### src/rtl/alu8_pkg.sv
// alu8_pkg: shared types for the 8-bit ALU transaction controller.
//   alu_op_e     opcode encoding forwarded to the ALU
//   txn_state_e  controller FSM states
//   alu_cmd_t    command record {a, b, op, tag}
//   alu_rsp_t    response record {result, carry, zero, tag}
//   alu8_ref()   reference ALU, used by the optional self-check (ALU8_SELFCHECK_EN)
package alu8_pkg;

  localparam int ALU_TAG_W = 4;

  typedef enum logic [2:0] {
    ALU_ADD = 3'd0,
    ALU_SUB = 3'd1,
    ALU_AND = 3'd2,
    ALU_OR  = 3'd3,
    ALU_XOR = 3'd4,
    ALU_SLT = 3'd5,
    ALU_SHL = 3'd6,
    ALU_SHR = 3'd7
  } alu_op_e;

  typedef enum logic [1:0] {
    IDLE  = 2'd0,
    DRIVE = 2'd1,
    RESP  = 2'd2
  } txn_state_e;

  typedef struct packed {
    logic [7:0]           a;
    logic [7:0]           b;
    alu_op_e              op;
    logic [ALU_TAG_W-1:0] tag;
  } alu_cmd_t;

  typedef struct packed {
    logic [7:0]           result;
    logic                 carry;
    logic                 zero;
    logic [ALU_TAG_W-1:0] tag;
  } alu_rsp_t;

  // Returns {carry, zero, result[7:0]}. Sub carry is the 9-bit borrow out,
  // slt is unsigned, shifts are logical by one.
  function automatic logic [9:0] alu8_ref(input logic [7:0] a,
                                          input logic [7:0] b,
                                          input alu_op_e    op);
    logic [8:0] r;
    r = '0;
    case (op)
      ALU_ADD: r = {1'b0, a} + {1'b0, b};
      ALU_SUB: r = {1'b0, a} - {1'b0, b};
      ALU_AND: r = {1'b0, a & b};
      ALU_OR:  r = {1'b0, a | b};
      ALU_XOR: r = {1'b0, a ^ b};
      ALU_SLT: r = {8'h00, (a < b)};
      ALU_SHL: r = {1'b0, a[6:0], 1'b0};
      ALU_SHR: r = {2'b00, a[7:1]};
      default: r = '0;
    endcase
    return {r[8], (r[7:0] == 8'h00), r[7:0]};
  endfunction

endpackage

### src/rtl/alu8_cmd_fifo.sv
// alu8_cmd_fifo: synchronous FIFO of command records.
//   clk, rst_n       clock, synchronous active-low reset (empties the FIFO)
//   push, din        write when push && !full
//   pop, dout        read when pop && !empty; dout shows the head (first-word fall-through)
//   full, empty      status
//   count            occupancy 0..DEPTH
// DEPTH must be a power of 2 so the pointers wrap naturally.
module alu8_cmd_fifo
  import alu8_pkg::*;
#(
  parameter int  DEPTH = 4,
  parameter type T     = alu_cmd_t,
  localparam int CW    = $clog2(DEPTH + 1)
) (
  input  logic          clk,
  input  logic          rst_n,
  input  logic          push,
  input  T              din,
  input  logic          pop,
  output T              dout,
  output logic          full,
  output logic          empty,
  output logic [CW-1:0] count
);

  localparam int AW = $clog2(DEPTH);

  T              mem [DEPTH];
  logic [AW-1:0] wr_ptr, rd_ptr;
  logic [CW-1:0] cnt;
  logic          do_push, do_pop;

  assign full    = (cnt == CW'(DEPTH));
  assign empty   = (cnt == '0);
  assign count   = cnt;
  assign dout    = mem[rd_ptr];
  assign do_push = push && !full;
  assign do_pop  = pop && !empty;

  always_ff @(posedge clk) begin
    if (do_push) mem[wr_ptr] <= din;
  end

  always_ff @(posedge clk) begin
    if (!rst_n) begin
      wr_ptr <= '0;
      rd_ptr <= '0;
      cnt    <= '0;
    end else begin
      if (do_push) wr_ptr <= wr_ptr + AW'(1);
      if (do_pop)  rd_ptr <= rd_ptr + AW'(1);
      case ({do_push, do_pop})
        2'b10:   cnt <= cnt + CW'(1);
        2'b01:   cnt <= cnt - CW'(1);
        default: cnt <= cnt;
      endcase
    end
  end

endmodule

### src/rtl/alu8_txn_ctrl.sv
// alu8_txn_ctrl: initiator side of the 8-bit ALU operand/result interface.
// Queues tagged commands, drives them one at a time onto a combinational ALU,
// captures result/carry/zero and returns a tagged response.
//   clk, rst_n                       clock, synchronous active-low reset
//   cmd_valid/ready, cmd_a/b/op/tag  command channel (ready = FIFO not full)
//   alu_a/b/op                       registered operands to the ALU
//   alu_result/carry/zero            ALU outputs, sampled only in DRIVE
//   rsp_valid/ready, rsp_*           response channel, held while stalled
//   rsp_mismatch                     only with ALU8_SELFCHECK_EN: ALU disagreed
//                                    with the internal reference model
//   count                            FIFO occupancy
//   busy                             FSM not IDLE or FIFO not empty
// Optional macro: ALU8_SELFCHECK_EN.
module alu8_txn_ctrl
  import alu8_pkg::*;
#(
  parameter int  DEPTH = 4,
  parameter int  TAG_W = 4,
  localparam int CW    = $clog2(DEPTH + 1)
) (
  input  logic             clk,
  input  logic             rst_n,
  input  logic             cmd_valid,
  output logic             cmd_ready,
  input  logic [7:0]       cmd_a,
  input  logic [7:0]       cmd_b,
  input  logic [2:0]       cmd_op,
  input  logic [TAG_W-1:0] cmd_tag,
  output logic [7:0]       alu_a,
  output logic [7:0]       alu_b,
  output logic [2:0]       alu_op,
  input  logic [7:0]       alu_result,
  input  logic             alu_carry,
  input  logic             alu_zero,
  output logic             rsp_valid,
  input  logic             rsp_ready,
  output logic [7:0]       rsp_result,
  output logic             rsp_carry,
  output logic             rsp_zero,
  output logic [TAG_W-1:0] rsp_tag,
`ifdef ALU8_SELFCHECK_EN
  output logic             rsp_mismatch,
`endif
  output logic [CW-1:0]    count,
  output logic             busy
);

  // Local record so the tag follows TAG_W rather than the package default.
  typedef struct packed {
    logic [7:0]       a;
    logic [7:0]       b;
    alu_op_e          op;
    logic [TAG_W-1:0] tag;
  } cmd_t;

  txn_state_e       state_q, state_d;
  cmd_t             din, head;
  logic             full, empty;
  logic             push, pop, cap, hs;
  logic [TAG_W-1:0] tag_q;

  assign din       = '{a: cmd_a, b: cmd_b, op: alu_op_e'(cmd_op), tag: cmd_tag};
  // Gated by rst_n so nothing is accepted while reset is held.
  assign cmd_ready = rst_n && !full;
  assign push      = cmd_valid && cmd_ready;
  assign busy      = (state_q != IDLE) || !empty;

  alu8_cmd_fifo #(.DEPTH(DEPTH), .T(cmd_t)) u_fifo (
    .clk   (clk),
    .rst_n (rst_n),
    .push  (push),
    .din   (din),
    .pop   (pop),
    .dout  (head),
    .full  (full),
    .empty (empty),
    .count (count)
  );

  // State register
  always_ff @(posedge clk) begin
    if (!rst_n) state_q <= IDLE;
    else        state_q <= state_d;
  end

  // Next state
  always_comb begin
    state_d = state_q;
    case (state_q)
      IDLE:    if (!empty) state_d = DRIVE;
      DRIVE:   state_d = RESP;
      RESP:    if (rsp_ready) state_d = empty ? IDLE : DRIVE;
      default: state_d = IDLE;
    endcase
  end

  // FSM outputs
  always_comb begin
    pop = 1'b0;
    cap = 1'b0;
    hs  = 1'b0;
    case (state_q)
      IDLE:  pop = !empty;
      DRIVE: cap = 1'b1;
      RESP: begin
        hs  = rsp_ready;
        pop = rsp_ready && !empty;
      end
      default: ;
    endcase
  end

  // Operand / response datapath. rsp_valid is high exactly while in RESP;
  // any handshake clears it, including the back-to-back path to DRIVE.
  always_ff @(posedge clk) begin
    if (!rst_n) begin
      alu_a      <= '0;
      alu_b      <= '0;
      alu_op     <= '0;
      tag_q      <= '0;
      rsp_valid  <= 1'b0;
      rsp_result <= '0;
      rsp_carry  <= 1'b0;
      rsp_zero   <= 1'b0;
      rsp_tag    <= '0;
    end else begin
      if (pop) begin
        alu_a  <= head.a;
        alu_b  <= head.b;
        alu_op <= head.op;
        tag_q  <= head.tag;
      end
      if (cap) begin
        rsp_valid  <= 1'b1;
        rsp_result <= alu_result;
        rsp_carry  <= alu_carry;
        rsp_zero   <= alu_zero;
        rsp_tag    <= tag_q;
      end else if (hs) begin
        rsp_valid  <= 1'b0;
      end
    end
  end

`ifdef ALU8_SELFCHECK_EN
  logic [9:0] gold;
  assign gold = alu8_ref(alu_a, alu_b, alu_op_e'(alu_op));

  always_ff @(posedge clk) begin
    if (!rst_n)   rsp_mismatch <= 1'b0;
    else if (cap) rsp_mismatch <= (gold != {alu_carry, alu_zero, alu_result});
  end
`endif

endmodule

### config.mk
export PLATFORM = sky130hd
export DESIGN_NAME = alu8_txn_ctrl
export DESIGN_NICKNAME = d
export VERILOG_FILES = /design/src/rtl/alu8_pkg.sv /design/src/rtl/alu8_cmd_fifo.sv /design/src/rtl/alu8_txn_ctrl.sv
export SDC_FILE = /design/constraint.sdc
export NUM_CORES = 1
export LEC_CHECK = 0
export ABC_AREA = 1
export BUFFER_PORTS_ARGS = -buffer_cell sky130_fd_sc_hd__buf_2
export CAP_MARGIN = 0
export CORE_UTILIZATION = 57
export DETAILED_ROUTE_END_ITERATION = 16
export HOLD_SLACK_MARGIN = 0.06
export PLACE_DENSITY_LB_ADDON = 0.08
export RECOVER_POWER = 25
export SYNTH_ARGS = -nofsm -noshare
export SYNTH_HDL_FRONTEND = slang
export SYNTH_HIERARCHICAL = 1
export SYNTH_SLANG_ARGS = --single-unit
### constraint.sdc
create_clock -name clk -period 3 [get_ports clk]
set_clock_uncertainty 0.2 [all_clocks]
set_input_delay 0.3 -clock clk [delete_from_list [all_inputs] [get_ports clk]]
set_output_delay 0.3 -clock clk [all_outputs]
set_load 0.005 [all_outputs]
# Word-level counts from Yosys, hierarchy flattened
# Memory sizes are Yosys's and may differ from the RTL's. A register that Yosys moved wholly into a read port is not among the register bits.
# Cells that the tools add are included.
# op_classes
n_addsub	4
mul	0
div_mod_pow	0
order_cmp	0
eq_ne	7
n_shift	0
mux	12
bitwise	0
n_reduce_logical	15
# ops
operator	count
$mux 1	7
$pmux 2 s3	1
$pmux 3 s2	1
$reduce_bool 2->1	3
$logic_and 1x1->1	5
$add 2x1->2 const B	2
$eq 2x1->1 const B	2
$eq 2x2->1 const B	2
$mux 2	2
$ne 2x2->1 const B	2
$add 3x1->3 const B	1
$eq 3x3->1 const B	1
$logic_not 1->1	3
$logic_not 3->1	1
$sub 3x1->3 const B	1
$logic_not 2->1	1
$pmux 1 s2	1
$reduce_and 2->1	1
$logic_or 1x1->1	1
# word_totals
ff_bits	24
latchBits	0
ramBits	92
mem_bits_ro	0
in_bits	37
out_inout_bits	39
word_cells	48
mem_count	1
# memory_table
name	depth	word_bits	read_ports	rd_ports_with_merged_regs	write_ports	line_no	text
u_fifo.mem	4	23	1	1	1	alu8_cmd_fifo.sv:28	T mem [DEPTH];

# Logic depth before layout (Yosys ltp)
# logic_depth
ltp_word	7
ltp_mapped	19
ltp_nobuf	17

# Hierarchy
# Netlist, hierarchy kept.
# by_module_without_submodules
module	n_inst	cells_per_inst	area_each_um2	seq_area_each_um2
alu8_cmd_fifo	1	292	3931.3	2942.8
alu8_txn_ctrl	1	232	1636.6	800.8

# Worst setup path before layout
# OpenSTA, ideal clock, no wires.
# synth_path
kind	input to register
from	input port rst_n
to	memory u_fifo/mem[0][0] in the netlist's numbering (enable)
setup_time_ps	403
arrival_time_ps	2152
t_required_ps	2397
setup_slack_ps	245
stages	5
n_path_buf	1
path_cell_list	clkbuf_1 inv_1 nor3b_1 nand2_4 nor2_1
# synth_between
elab_chain_cells	5
# synth_rtl
item	line_no	text
from (decl)	alu8_txn_ctrl.sv:22	input logic rst_n,
$logic_and 1x1->1	alu8_txn_ctrl.sv:64	assign cmd_ready = rst_n && !full;
$logic_and 1x1->1	alu8_txn_ctrl.sv:65	assign push = cmd_valid && cmd_ready;
net push	alu8_txn_ctrl.sv:59	logic push, pop, cap, hs;
$logic_and 1x1->1	alu8_cmd_fifo.sv:37	assign do_push = push && !full;
$mux 1	alu8_cmd_fifo.sv:41	if (do_push) mem[wr_ptr] <= din;
$mux 1 (implied by the code)	alu8_cmd_fifo.sv:41	
to (decl)	alu8_cmd_fifo.sv:28	
# The timed path passes the listed nets, and every way through them passes these cells.

# Worst setup path after layout
# layout_path
from	register u_fifo.cnt[1] (netlist: u_fifo/count[1])
to	register u_fifo.cnt[2] (netlist: u_fifo/count[2])
# layout_between
elab_chain_cells	7
elab_cells_between_ends	16
cone_classes	add/sub: 2; eq/ne: 3; mux: 2; reduce/logical: 9
# layout_rtl
item	line_no	text
from (decl)	alu8_cmd_fifo.sv:30	logic [CW-1:0] cnt;
from (signal assigned)	alu8_cmd_fifo.sv:53	2'b10: cnt <= cnt + CW'(1);
from (signal assigned)	alu8_cmd_fifo.sv:54	2'b01: cnt <= cnt - CW'(1);
from (signal assigned)	alu8_cmd_fifo.sv:55	default: cnt <= cnt;
$eq 3x3->1 (*)	alu8_cmd_fifo.sv:33	assign full = (cnt == CW'(DEPTH));
net full	alu8_txn_ctrl.sv:58	logic full, empty;
$logic_not 1->1 (*)	alu8_txn_ctrl.sv:64	
$logic_and 1x1->1 (*)	alu8_txn_ctrl.sv:64	
$logic_and 1x1->1 (*)	alu8_txn_ctrl.sv:65	
net push	alu8_txn_ctrl.sv:59	
$logic_and 1x1->1 (*)	alu8_cmd_fifo.sv:37	
$eq 2x1->1 or $eq 2x2->1 (tied branches)	alu8_cmd_fifo.sv:52	case ({do_push, do_pop})
$pmux 3 s2 or $reduce_bool 2->1 (tied branches)	--	
# The timed path passes the listed nets; every way through them passes the cells marked *.
# A chain may end at the register's enable or synchronous reset.

==> results.cfg <==
[clock_network]
cts_buffer_depth = 2
postCtsHoldBufs = 37
path_clk_slew_ns = 0.06
post_cts_buffers = 0
cts.sinks = 141
cts-resized-gates = 0
clockRootBuffer = clkbuf_8
cts-buffers-inserted = 17
cts_tree = built
clkLatencyLatePin_ns = 0.51
htreeDepth = 4

[power_and_ir_drop]
switching_share = 0.320
power_frac_comb = 0.283
p_int_mw = 4.52
p_leak_nw = 2.83
power_density_nw_per_um2 = 952
total_power_mw = 6.65
ir_drop_mv = 0.640
sequentialPowerShare = 0.383
p_switching_mw = 2.13
clkPwrFrac = 0.334

[worst_setup_path]
rr_startpoint = u_fifo/count[1]
r2r_end = u_fifo/count[2]
critPathKind = reg2reg
reg2reg_setup_slack_ns = 0.60
r2r_cells = 14
critPathLaunchType = flop
worst_ep_arrival_time_ns = 2.65
path_max_fanout = 7
crit_required_ns = 3.25
cp-end-kind = flop

[synthesis]
yosysUniqueCellTypes = 24
synth_warnings = 6
async_reset_ff_frac = 0
synth_cells = 524
synth_ff_type = edfxtp_1
netlist_area_sq_um = 5570
synth_edf_count = 92
syn_avg_cell_area_sq_um = 10.6
synth-seq-cells = 141
synth_fp_nets = 567
synth-seq-area-share = 0.672

[global_routing]
grt_max_degree = 47
grt_pass1_wl_mm = 18.4
grt_pass1_vias = 3792
globalRouteTotalUtil = 0.240
antenna_found_initial = 0
grt_overflow = 0

[timing]
fin_hold_ws_ns = 0.272
fin_tns_setup_ns = 0
fin_crit_sh = 0.801
fmaxAchievable_mhz = 416
setup_viol = 0
rsz0062_at_grt = false
relSlewSlack = 0.542
final_max_slew_viol_count = 0
fin_ws_ns = 0.596
hold_viol = 0
period_minus_slack_ns = 2.40
tightest_slew_ns = 0.687

[detailed_routing]
viasPerCell = 5.12
wirelength_mm = 11.3
ant_nets = 0
vias = 3983
drt-initial-drc-count = 202
first_pass_iters = 4
routedWlPerCell_um = 14.5
drc = 0

[finish]
nets = 679
syn_to_final_growth_pct = 25.4
n_antenna_cell = 0
final_util = 0.745
drive_gt1_frac = 0.169
final_cells = 778
fin_area_sq_um = 6980
num-fill-cells = 683

[min_path]
min_to = tag_q[2]
hp-class = reg2reg
hold_path_startpoint = tag_q[2]
whs_path_depth = 2

[placed_design]
dp_slack_ns = 0.606
dp_hpwl_mm = 6.20
place_area_sq_um = 6000
dp_cells = 709
port_buffers = 75
globalplace.congestion = 0.755

[die]
core-area_sq_um = 9370
num_io_pins = 76
rows = 35
dieArea_sq_um = 10200
die_y_um = 101
initial_utilization = 0.594
die_w_um = 101

[outcome]
status = finished, final reports clean

[run]
maxCapViolCount = 0
placed cells by master, fill, tap and decap left out, types with 3 or more instances in the layout:
| cell | instances |
|---|---|
| nor2_1 | 104 |
| edfxtp_1 | 92 |
| buf_2 | 56 |
| dfxtp_1 | 49 |
| o21ai_0 | 46 |
| inv_1 | 45 |
| nand2_1 | 39 |
| dlygate4sd3_1 | 37 |
| nand3_1 | 30 |
| a21oi_1 | 29 |
| o22ai_1 | 23 |
| clkbuf_1 | 19 |
| o21ai_1 | 17 |
| clkbuf_16 | 16 |
| buf_4 | 10 |
| nor2_2 | 7 |
| bufinv_16 | 5 |
| ha_1 | 5 |
| clkinv_2 | 3 |
final cells by class:
| cell class | count | area (sq um) | area share |
|---|---|---|---|
| Clock inverter | 15 | 219 | 0.0314 |
| Tap cell | 129 | 161 | 0.0231 |
| Sequential cell | 141 | 3740 | 0.536 |
| Clock buffer | 17 | 414 | 0.0593 |
| Multi-Input combinational cell | 306 | 1460 | 0.209 |
| Timing Repair Buffer | 122 | 797 | 0.114 |
| Inverter | 48 | 188 | 0.0269 |
power groups by stage:
stage	Sequential, mW	Clock [mW]	Combinational [mW]
floorplan	2.55	0	1.43
global placement	2.57	0	1.78
detailed placement	2.58	0	1.83
CTS	2.55	2.24	1.89
global route	2.58	2.33	2.14
finish	2.55	2.22	1.88
critical path, stage by stage (launching register included):
cell and delay (ns):
dfxtp_1 0.37, nor2_2 0.07, nand2_2 0.11, inv_1 0.07
nor3b_1 0.46, nand2_4 0.16, ha_1 0.24, inv_1 0.08
fa_1 0.18, inv_1 0.04, nand2_1 0.05, nand3_1 0.08
nand2_1 0.07, nand2_1 0.05, nor2_1 0.11
routing by layer:
metal | track usage | wire length [um] | vias up
met4 | 0.0736 | 112 | 0
met3 | 0.0589 | 773 | 10
met5 | 0 | 0 | -
li1 | - | - | 2007
met1 | 0.312 | 4970 | 1831
met2 | 0.399 | 5460 | 135
synth_stat cells, types with 2 or more instances:
master / instances / area share
clkbuf_2: 2 / 0.0018
nor2_2: 3 / 0.0034
nand3_1: 30 / 0.027
o22ai_1: 23 / 0.026
clkbuf_1: 5 / 0.0034
o21ai_0: 46 / 0.041
buf_2: 10 / 0.0090
ha_1: 5 / 0.011
o21ai_1: 17 / 0.015
nand2_1: 39 / 0.026
inv_2: 2 / 0.0013
nor2_1: 109 / 0.073
dfxtp_1: 49 / 0.18
a21oi_1: 29 / 0.026
buf_6: 7 / 0.014
inv_1: 45 / 0.030
edfxtp_1: 92 / 0.50
buf_4: 5 / 0.0067
worst max path at each step:
stage | start | slack [ns] | endpoint
2_1_floorplan | rst_n | 0.25 | u_fifo/mem[0][0]
3_3_place_gp | u_fifo/count[1] | 0.72 | u_fifo/count[1]
3_5_place_dp | u_fifo/count[1] | 0.61 | u_fifo/count[2]
4_1_cts | u_fifo/count[1] | 0.59 | u_fifo/count[2]
5_1_grt | u_fifo/count[1] | 0.38 | u_fifo/count[2]
6_report | u_fifo/count[1] | 0.60 | u_fifo/count[2]
kinds of logic (layout without fill, tap and decap cells):
group,count (synthesis),in the layout,synth area share
buffers and inverters,77,202,0.0688
adder cells (fa/ha/maj),6,6,0.0148
flip-flops,141,141,0.672
AND/OR/NAND/NOR,185,185,0.136
AO/OA/AOI/OAI,115,115,0.109
registers in the layout, summed over array words and instances, names as in the netlist, named ones only:
| register | cells |
|---|---|
| alu_a | 8 |
| alu_b | 8 |
| alu_op | 3 |
| rsp_carry | 1 |
| rsp_result | 8 |
| rsp_tag | 4 |
| rsp_valid | 1 |
| rsp_zero | 1 |
| state_q | 2 |
| tag_q | 4 |
| u_fifo/count | 3 |
| u_fifo/mem | 92 |
| u_fifo/rd_ptr | 2 |
| u_fifo/wr_ptr | 2 |
No activity file was read; power rests on OpenSTA's default activity.
